`config.mk`:
```
export PLATFORM = sky130hd
export DESIGN_NAME = alu_exec_flat
export DESIGN_NICKNAME = d
export VERILOG_FILES = /design/src/rtl/alu_exec_pkg.sv /design/src/rtl/alu_exec_if.sv /design/src/rtl/alu_exec_alu.sv /design/src/rtl/alu_exec.sv /design/src/flat_wrapper.sv
export SDC_FILE = /design/constraint.sdc
export NUM_CORES = 1
export LEC_CHECK = 0
export CORE_ASPECT_RATIO = 0.5
export CORE_MARGIN = 2
export CORE_UTILIZATION = 54
export CTS_CLUSTER_SIZE = 30
export DETAILED_ROUTE_END_ITERATION = 6
export PLACE_DENSITY = 0.77
export SYNTH_ARGS = -nofsm -noshare
export SYNTH_HDL_FRONTEND = slang
export SYNTH_SLANG_ARGS = --single-unit
```
`constraint.sdc`:
```
create_clock -name clk -period 3.5 [get_ports clk]
set_input_delay 0.7 -clock clk [delete_from_list [all_inputs] [get_ports clk]]
set_output_delay 0.7 -clock clk [all_outputs]
set_load 0.005 [all_outputs]
```
`src/rtl/alu_exec_pkg.sv`:
```
// rtl/alu_exec_pkg.sv - shared ALU mode codes and helpers
//
// Purpose: operation codes shared by alu_exec, its alu sub-module and the
// bench, plus a helper that tells defined codes from undefined ones.
package alu_exec_pkg;

  localparam int MODE_W = 3;

  typedef enum logic [MODE_W-1:0] {
    ALU_ADD = 3'b000,
    ALU_SUB = 3'b001,
    ALU_INC = 3'b010,
    ALU_DEC = 3'b011
  } alu_mode_e;

  function automatic logic mode_defined(input logic [MODE_W-1:0] m);
    logic ok;
    ok = 1'b0;
    case (m)
      ALU_ADD, ALU_SUB, ALU_INC, ALU_DEC: ok = 1'b1;
      default:                            ok = 1'b0;
    endcase
    return ok;
  endfunction

endpackage

```
`src/rtl/alu_exec_if.sv`:
```
// rtl/alu_exec_if.sv - request/operand/result bundle for alu_exec
//
// Purpose: groups the request side (req, mode, use_carry, bus_in, flags_clr)
// and the status/result side (busy, done, err, result, carry, zero, equal).
// Modports: master drives requests (bench), slave is the execution unit.
interface alu_exec_if
  import alu_exec_pkg::*;
#(
  parameter int N = 8
);

  logic              req;
  logic [MODE_W-1:0] mode;
  logic              use_carry;
  logic [N-1:0]      bus_in;
  logic              flags_clr;
  logic              busy;
  logic              done;
  logic              err;
  logic [N-1:0]      result;
  logic              carry;
  logic              zero;
  logic              equal;

  modport master (
    output req, mode, use_carry, bus_in, flags_clr,
    input  busy, done, err, result, carry, zero, equal
  );

  modport slave (
    input  req, mode, use_carry, bus_in, flags_clr,
    output busy, done, err, result, carry, zero, equal
  );

endinterface

```
`src/rtl/alu_exec_alu.sv`:
```
// rtl/alu_exec_alu.sv - combinational N-bit arithmetic unit
//
// Purpose: computes an N+1-bit result for ADD/SUB/INC/DEC; bit N is the
// carry out, or the borrow for SUB/DEC (two's-complement wrap sets it).
// Ports: a, b operands; mode op code; cin carry-in (ADD only);
//        y N-bit result; cout carry/borrow.
module alu
  import alu_exec_pkg::*;
#(
  parameter int N = 8
) (
  input  logic [N-1:0]      a,
  input  logic [N-1:0]      b,
  input  logic [MODE_W-1:0] mode,
  input  logic              cin,
  output logic [N-1:0]      y,
  output logic              cout
);

  logic [N:0] sum;

  always_comb begin
    sum = '0;
    case (mode)
      ALU_ADD: sum = {1'b0, a} + {1'b0, b} + {{N{1'b0}}, cin};
      ALU_SUB: sum = {1'b0, a} - {1'b0, b};
      ALU_INC: sum = {1'b0, a} + {{N{1'b0}}, 1'b1};
      ALU_DEC: sum = {1'b0, a} - {{N{1'b0}}, 1'b1};
      default: sum = '0;
    endcase
  end

  assign y    = sum[N-1:0];
  assign cout = sum[N];

endmodule

```
`src/rtl/alu_exec.sv`:
```
// rtl/alu_exec.sv - fixed-latency two-operand ALU execution unit
//
// Purpose: accepts a request with operand A, takes operand B on the next
// cycle, evaluates, and writes result and flags back with a done pulse three
// cycles after the request.
// Ports: clk, reset_n (async active-low); bus (alu_exec_if.slave) carries
//        req/mode/use_carry/bus_in/flags_clr in and busy/done/err/result/
//        carry/zero/equal out.
module alu_exec
  import alu_exec_pkg::*;
#(
  parameter int N = 8
) (
  input  logic        clk,
  input  logic        reset_n,
  alu_exec_if.slave   bus
);

  typedef enum logic [1:0] {
    S_IDLE,
    S_LOAD_B,
    S_EXEC,
    S_DONE
  } state_e;

  state_e            state_q, state_d;
  logic [N-1:0]      opa_q, opa_d;
  logic [N-1:0]      opb_q, opb_d;
  logic [MODE_W-1:0] mode_q, mode_d;
  logic              use_carry_q, use_carry_d;
  logic [N-1:0]      result_q, result_d;
  logic              carry_q, carry_d;
  logic              zero_q, zero_d;
  logic              equal_q, equal_d;

  logic [N-1:0]      alu_y;
  logic              alu_cout;
  logic              alu_cin;

  // Stored carry feeds the adder only for ADD requests that asked for it.
  assign alu_cin = carry_q & use_carry_q & (mode_q == ALU_ADD);

  alu #(.N(N)) u_alu (
    .a    (opa_q),
    .b    (opb_q),
    .mode (mode_q),
    .cin  (alu_cin),
    .y    (alu_y),
    .cout (alu_cout)
  );

  always_comb begin
    state_d     = state_q;
    opa_d       = opa_q;
    opb_d       = opb_q;
    mode_d      = mode_q;
    use_carry_d = use_carry_q;
    result_d    = result_q;
    carry_d     = carry_q;
    zero_d      = zero_q;
    equal_d     = equal_q;

    // Flag clear is ignored in DONE so the writeback always takes priority.
    if (bus.flags_clr && state_q != S_DONE) begin
      carry_d = 1'b0;
      zero_d  = 1'b0;
      equal_d = 1'b0;
    end

    case (state_q)
      S_IDLE: begin
        if (bus.req) begin
          opa_d       = bus.bus_in;
          mode_d      = bus.mode;
          use_carry_d = bus.use_carry;
          state_d     = S_LOAD_B;
        end
      end
      S_LOAD_B: begin
        opb_d   = bus.bus_in;
        state_d = S_EXEC;
      end
      S_EXEC: begin
        state_d = S_DONE;
      end
      S_DONE: begin
        // Operands are stable since EXEC, so the ALU output is unchanged here.
        if (mode_defined(mode_q)) begin
          result_d = alu_y;
          carry_d  = alu_cout;
          zero_d   = (alu_y == '0);
          equal_d  = (opa_q == opb_q);
        end
        state_d = S_IDLE;
      end
      default: state_d = S_IDLE;
    endcase
  end

  always_ff @(posedge clk or negedge reset_n) begin
    if (!reset_n) begin
      state_q     <= S_IDLE;
      opa_q       <= '0;
      opb_q       <= '0;
      mode_q      <= '0;
      use_carry_q <= 1'b0;
      result_q    <= '0;
      carry_q     <= 1'b0;
      zero_q      <= 1'b0;
      equal_q     <= 1'b0;
    end else begin
      state_q     <= state_d;
      opa_q       <= opa_d;
      opb_q       <= opb_d;
      mode_q      <= mode_d;
      use_carry_q <= use_carry_d;
      result_q    <= result_d;
      carry_q     <= carry_d;
      zero_q      <= zero_d;
      equal_q     <= equal_d;
    end
  end

  assign bus.busy   = (state_q != S_IDLE);
  assign bus.done   = (state_q == S_DONE);
  assign bus.err    = (state_q == S_DONE) & ~mode_defined(mode_q);
  assign bus.result = result_q;
  assign bus.carry  = carry_q;
  assign bus.zero   = zero_q;
  assign bus.equal  = equal_q;

endmodule

```
`src/flat_wrapper.sv`:
```
// flat-port wrapper written by rule: the top's interface ports become plain ports
module alu_exec_flat import alu_exec_pkg::*;
#(
  parameter int N = 8
)
  (clk, reset_n, bus_req, bus_mode, bus_use_carry, bus_bus_in, bus_flags_clr, bus_busy, bus_done, bus_err, bus_result, bus_carry, bus_zero, bus_equal);
  alu_exec_if #(.N(N)) bus_i ();
  input  logic clk;
  input  logic reset_n;
  input wire logic [$bits(bus_i.req)-1:0] bus_req;
  input wire logic [$bits(bus_i.mode)-1:0] bus_mode;
  input wire logic [$bits(bus_i.use_carry)-1:0] bus_use_carry;
  input wire logic [$bits(bus_i.bus_in)-1:0] bus_bus_in;
  input wire logic [$bits(bus_i.flags_clr)-1:0] bus_flags_clr;
  output wire logic [$bits(bus_i.busy)-1:0] bus_busy;
  output wire logic [$bits(bus_i.done)-1:0] bus_done;
  output wire logic [$bits(bus_i.err)-1:0] bus_err;
  output wire logic [$bits(bus_i.result)-1:0] bus_result;
  output wire logic [$bits(bus_i.carry)-1:0] bus_carry;
  output wire logic [$bits(bus_i.zero)-1:0] bus_zero;
  output wire logic [$bits(bus_i.equal)-1:0] bus_equal;
  assign bus_i.req = bus_req;
  assign bus_i.mode = bus_mode;
  assign bus_i.use_carry = bus_use_carry;
  assign bus_i.bus_in = bus_bus_in;
  assign bus_i.flags_clr = bus_flags_clr;
  assign bus_busy = bus_i.busy;
  assign bus_done = bus_i.done;
  assign bus_err = bus_i.err;
  assign bus_result = bus_i.result;
  assign bus_carry = bus_i.carry;
  assign bus_zero = bus_i.zero;
  assign bus_equal = bus_i.equal;
  alu_exec #(.N(N)) u_core (.clk(clk), .reset_n(reset_n), .bus(bus_i));
endmodule
```
==> results.md <==
* Clock latency at the later pin of the worst-skew pair at 290 ps
* Achievable Freq at 309 MHz
* Crit path max fanout at 8
* Synth Area per Inst at 9.43 um2
* Clock transition at path regs at 70 ps
* Crit-path cells: nor3_1 -> and3_1 -> fa_1 -> fa_1 -> mux2_2 -> o21ai_0 -> nand3_1 -> or4_4 -> o41ai_2
* Global-route wire length before repair at 10900 um
* Mapped cell area at 2550 um2
* Vias in the first global route at 2077
* Sinks on Clock Net at 33
* Number of synthesized flops with an enable pin at 0
* Slowest stage cell, crit path: or4_4
* Hpwl dp at 5030 um
* Rel. slew slack at 57.8%
* Final core occ at 66.8%
* Buffers & Inverters on Critical Path at 0
* FFs w/ async S/R, synth at 100%
* Commonest cells after routing, fill and taps aside: dfrtp_1 (33), clkdlybuf4s50_1 (29), ha_1 (27)
* Delay-heaviest family, CP: simple AND/OR/NAND/NOR gates
* IO Pins at 30
* Max_cap viols at 0
* Period minus WS final at 3230 ps
* Row cnt at 17
* Synth unique cells at 54
* Via count at 2197
* WS Path Type: reg2reg
* DRT Wirelength at 6620 um
* Final Setup Violations at 0
* Initial antenna violation count at 0
* Setup TNS at 0 ps
* GRT overflow at 0
* Core Area at 4470 um2
* Reg area at 826 um2
* Seq/Total Area, Yosys at 32.4%
* Post-route clock skew at 5.51 ps
* Status: complete, no violations
* CP Capture Type: register
* RSZ-0062 raised after global routing: false
* Area occupied by multi-input gates at 1600 um2
* Antenna diodes at 0
* Post-CTS Setup Inserts at 0
* Cts bufs inserted at 5
* Main synth FF type: dfrtp_1
* Hold WC Path Type: reg2reg
* Final ANT Viol Nets at 0
* Hold worst-path end: u_core.bus.result[2]
* Commonest non-fill, non-tap cell in the layout: dfrtp_1
* Pin count of the biggest net entering global routing at 34
* Initial DRC count at 237
* R2r setup slk at 270 ps
* Clock tree root driver cell: clkbuf_8
* Pleak at 0.00135 uW
* Worst hold start: u_core.bus.result[2]
* Final GP Congestion at 0.961
* Die area at 5310 um2
* Placed inst area at 2900 um2
* Final Hold Fails at 0
* Slowest cell delay on critical path at 550 ps
* H-tree levels at 2
* DR DRC count at 0
* Chip height at 52.6 um
* Max Slew Vio Count at 0
* Chip Width at 101 um
* CTS tree: yes
* Wire per inst at 18.4 um
* Post-Syn Nets at 317
* R2R Path End: u_core.bus.zero
* Fill cells at 358
* First-pass DRT Iterations at 5
* Layout cell share with drive strength beyond 1 at 12.9%
* Total GRT Usage at 27.8%
* Seq cells post-synth at 33
* CP required at 3690 ps
* Non-Filler Cell Area, Final at 2990 um2
* Nets@finish at 349
* Worst hold stages at 2
* Clock Path Buffers at 2
* Cts repair resizes at 0
* Cell Pwr Density at 1110 nW/um2
* Initial core utilization at 57.0%
* CP startpoint kind: register
* Max VDD drop at 566 uV
* Post-route clock period utilization at 92.4%
* R2R Path Start: u_core.mode_q[0]
* Yosys warnings at 0
* Cells after Synth at 270
* R2R depth at 9
* Most frequent CP cell: fa_1
* Measured slew at the worst slew-check pin at 631 ps
* Port bufs at 29
* CP Data Arrival Time at 3420 ps
* Synthesis-to-finish area growth at 17.2%
* Hold buffer count at cts at 0
* Vias per Instance at 6.10
[worst min-delay path: stages, from the launching register on]
cell	delay [ps]
dfrtp_1	340
nand2_1	40
o21ai_0	60
[per-stage QoR]
| step | instances | power, uW | hold WS, ps | setup slack [ps] |
|---|---|---|---|---|
| final | 360 | 3330 | 477 | 267 |
| after global routing | 360 | 3630 | 518 | 110 |
| after CTS | 360 | 3270 | 486 | 292 |
| after detailed placement | 352 | 2960 | 470 | 313 |
| after global placement | 352 | 2910 | 458 | 455 |
| after floorplan | 270 | 2310 | 404 | 525 |
[power breakdown]
group | total [uW] | switching (uW) | leakage, uW | internal [uW]
registers | 760 | 199 | 0.000406 | 561
logic | 2280 | 1280 | 0.000900 | 998
clock network | 288 | 150 | 0.0000450 | 138
total | 3330 | 1630 | 0.00135 | 1700
[synth_stat cells (all sizes together), types with 5 or more instances]
| cell type | count | area (um2) |
|---|---|---|
| a211oi | 5 | 37.5 |
| a21o | 7 | 52.6 |
| a21oi | 11 | 55.1 |
| buf | 6 | 38.8 |
| clkbuf | 5 | 18.8 |
| dfrtp | 33 | 826 |
| ha | 27 | 338 |
| inv | 17 | 63.8 |
| mux2 | 18 | 203 |
| nand2 | 17 | 63.8 |
| nand2b | 6 | 37.5 |
| nand3 | 5 | 25.0 |
| nor2 | 18 | 67.6 |
| nor2b | 5 | 31.3 |
| nor3 | 8 | 40.0 |
| o21ai | 22 | 110 |
[routing by layer]
metal / GRT usage, % / wire (um) / up-vias
met5: 0 / 0 / -
met4: 4.05 / 31 / 0
met3: 5.20 / 473 / 2
met2: 39.3 / 2540 / 87
met1: 44.0 / 3580 / 1052
li1: - / - / 1056
[area by class of cell]
type | instances | share of cell area [%]
Tap cell | 57 | 2.39
Timing Repair Buffer | 36 | 11.5
Clock buffer | 6 | 2.43
Multi-Input combinational cell | 209 | 53.6
Inverter | 17 | 2.14
Sequential cell | 33 | 27.7
Clock inverter | 2 | 0.335
[flip-flops by register name, summed over array words and instances (netlist names)]
register / cells
u_core.bus.equal: 1
u_core.opb_q: 8
u_core.bus.result: 8
u_core.opa_q: 8
u_core.state_q: 2
u_core.mode_q: 3
u_core.bus.zero: 1
u_core.use_carry_q: 1
u_core.bus.carry: 1
[cells by family (layout without fill, tap and decap cells)]
logic type                 Yosys count  count (layout)  synth area share (%)
buffers and inverters               28              61                  4.77
adders and majority gates           31              31                  16.4
xor gates and xnor gates             4               4                  1.38
DFF                                 33              33                  32.4
and+or+nand+nor                     83              83                  17.3
muxes                               18              18                  7.96
AOI/OAI and AO/OA                   73              73                  19.8
[how the worst max path moves through the flow]
stage | start | to | slack, ps | cells after the start
final | u_core.mode_q[0] | u_core.bus.zero | 270 | 9
after global routing | u_core.mode_q[0] | u_core.bus.zero | 110 | 9
after floorplan | u_core.mode_q[0] | u_core.bus.zero | 520 | 10
after CTS | u_core.mode_q[0] | u_core.bus.zero | 290 | 9
after global placement | u_core.mode_q[0] | u_core.bus.zero | 460 | 9
after detailed placement | u_core.mode_q[0] | u_core.bus.zero | 310 | 9
Power figures use the tool's default switching activity.
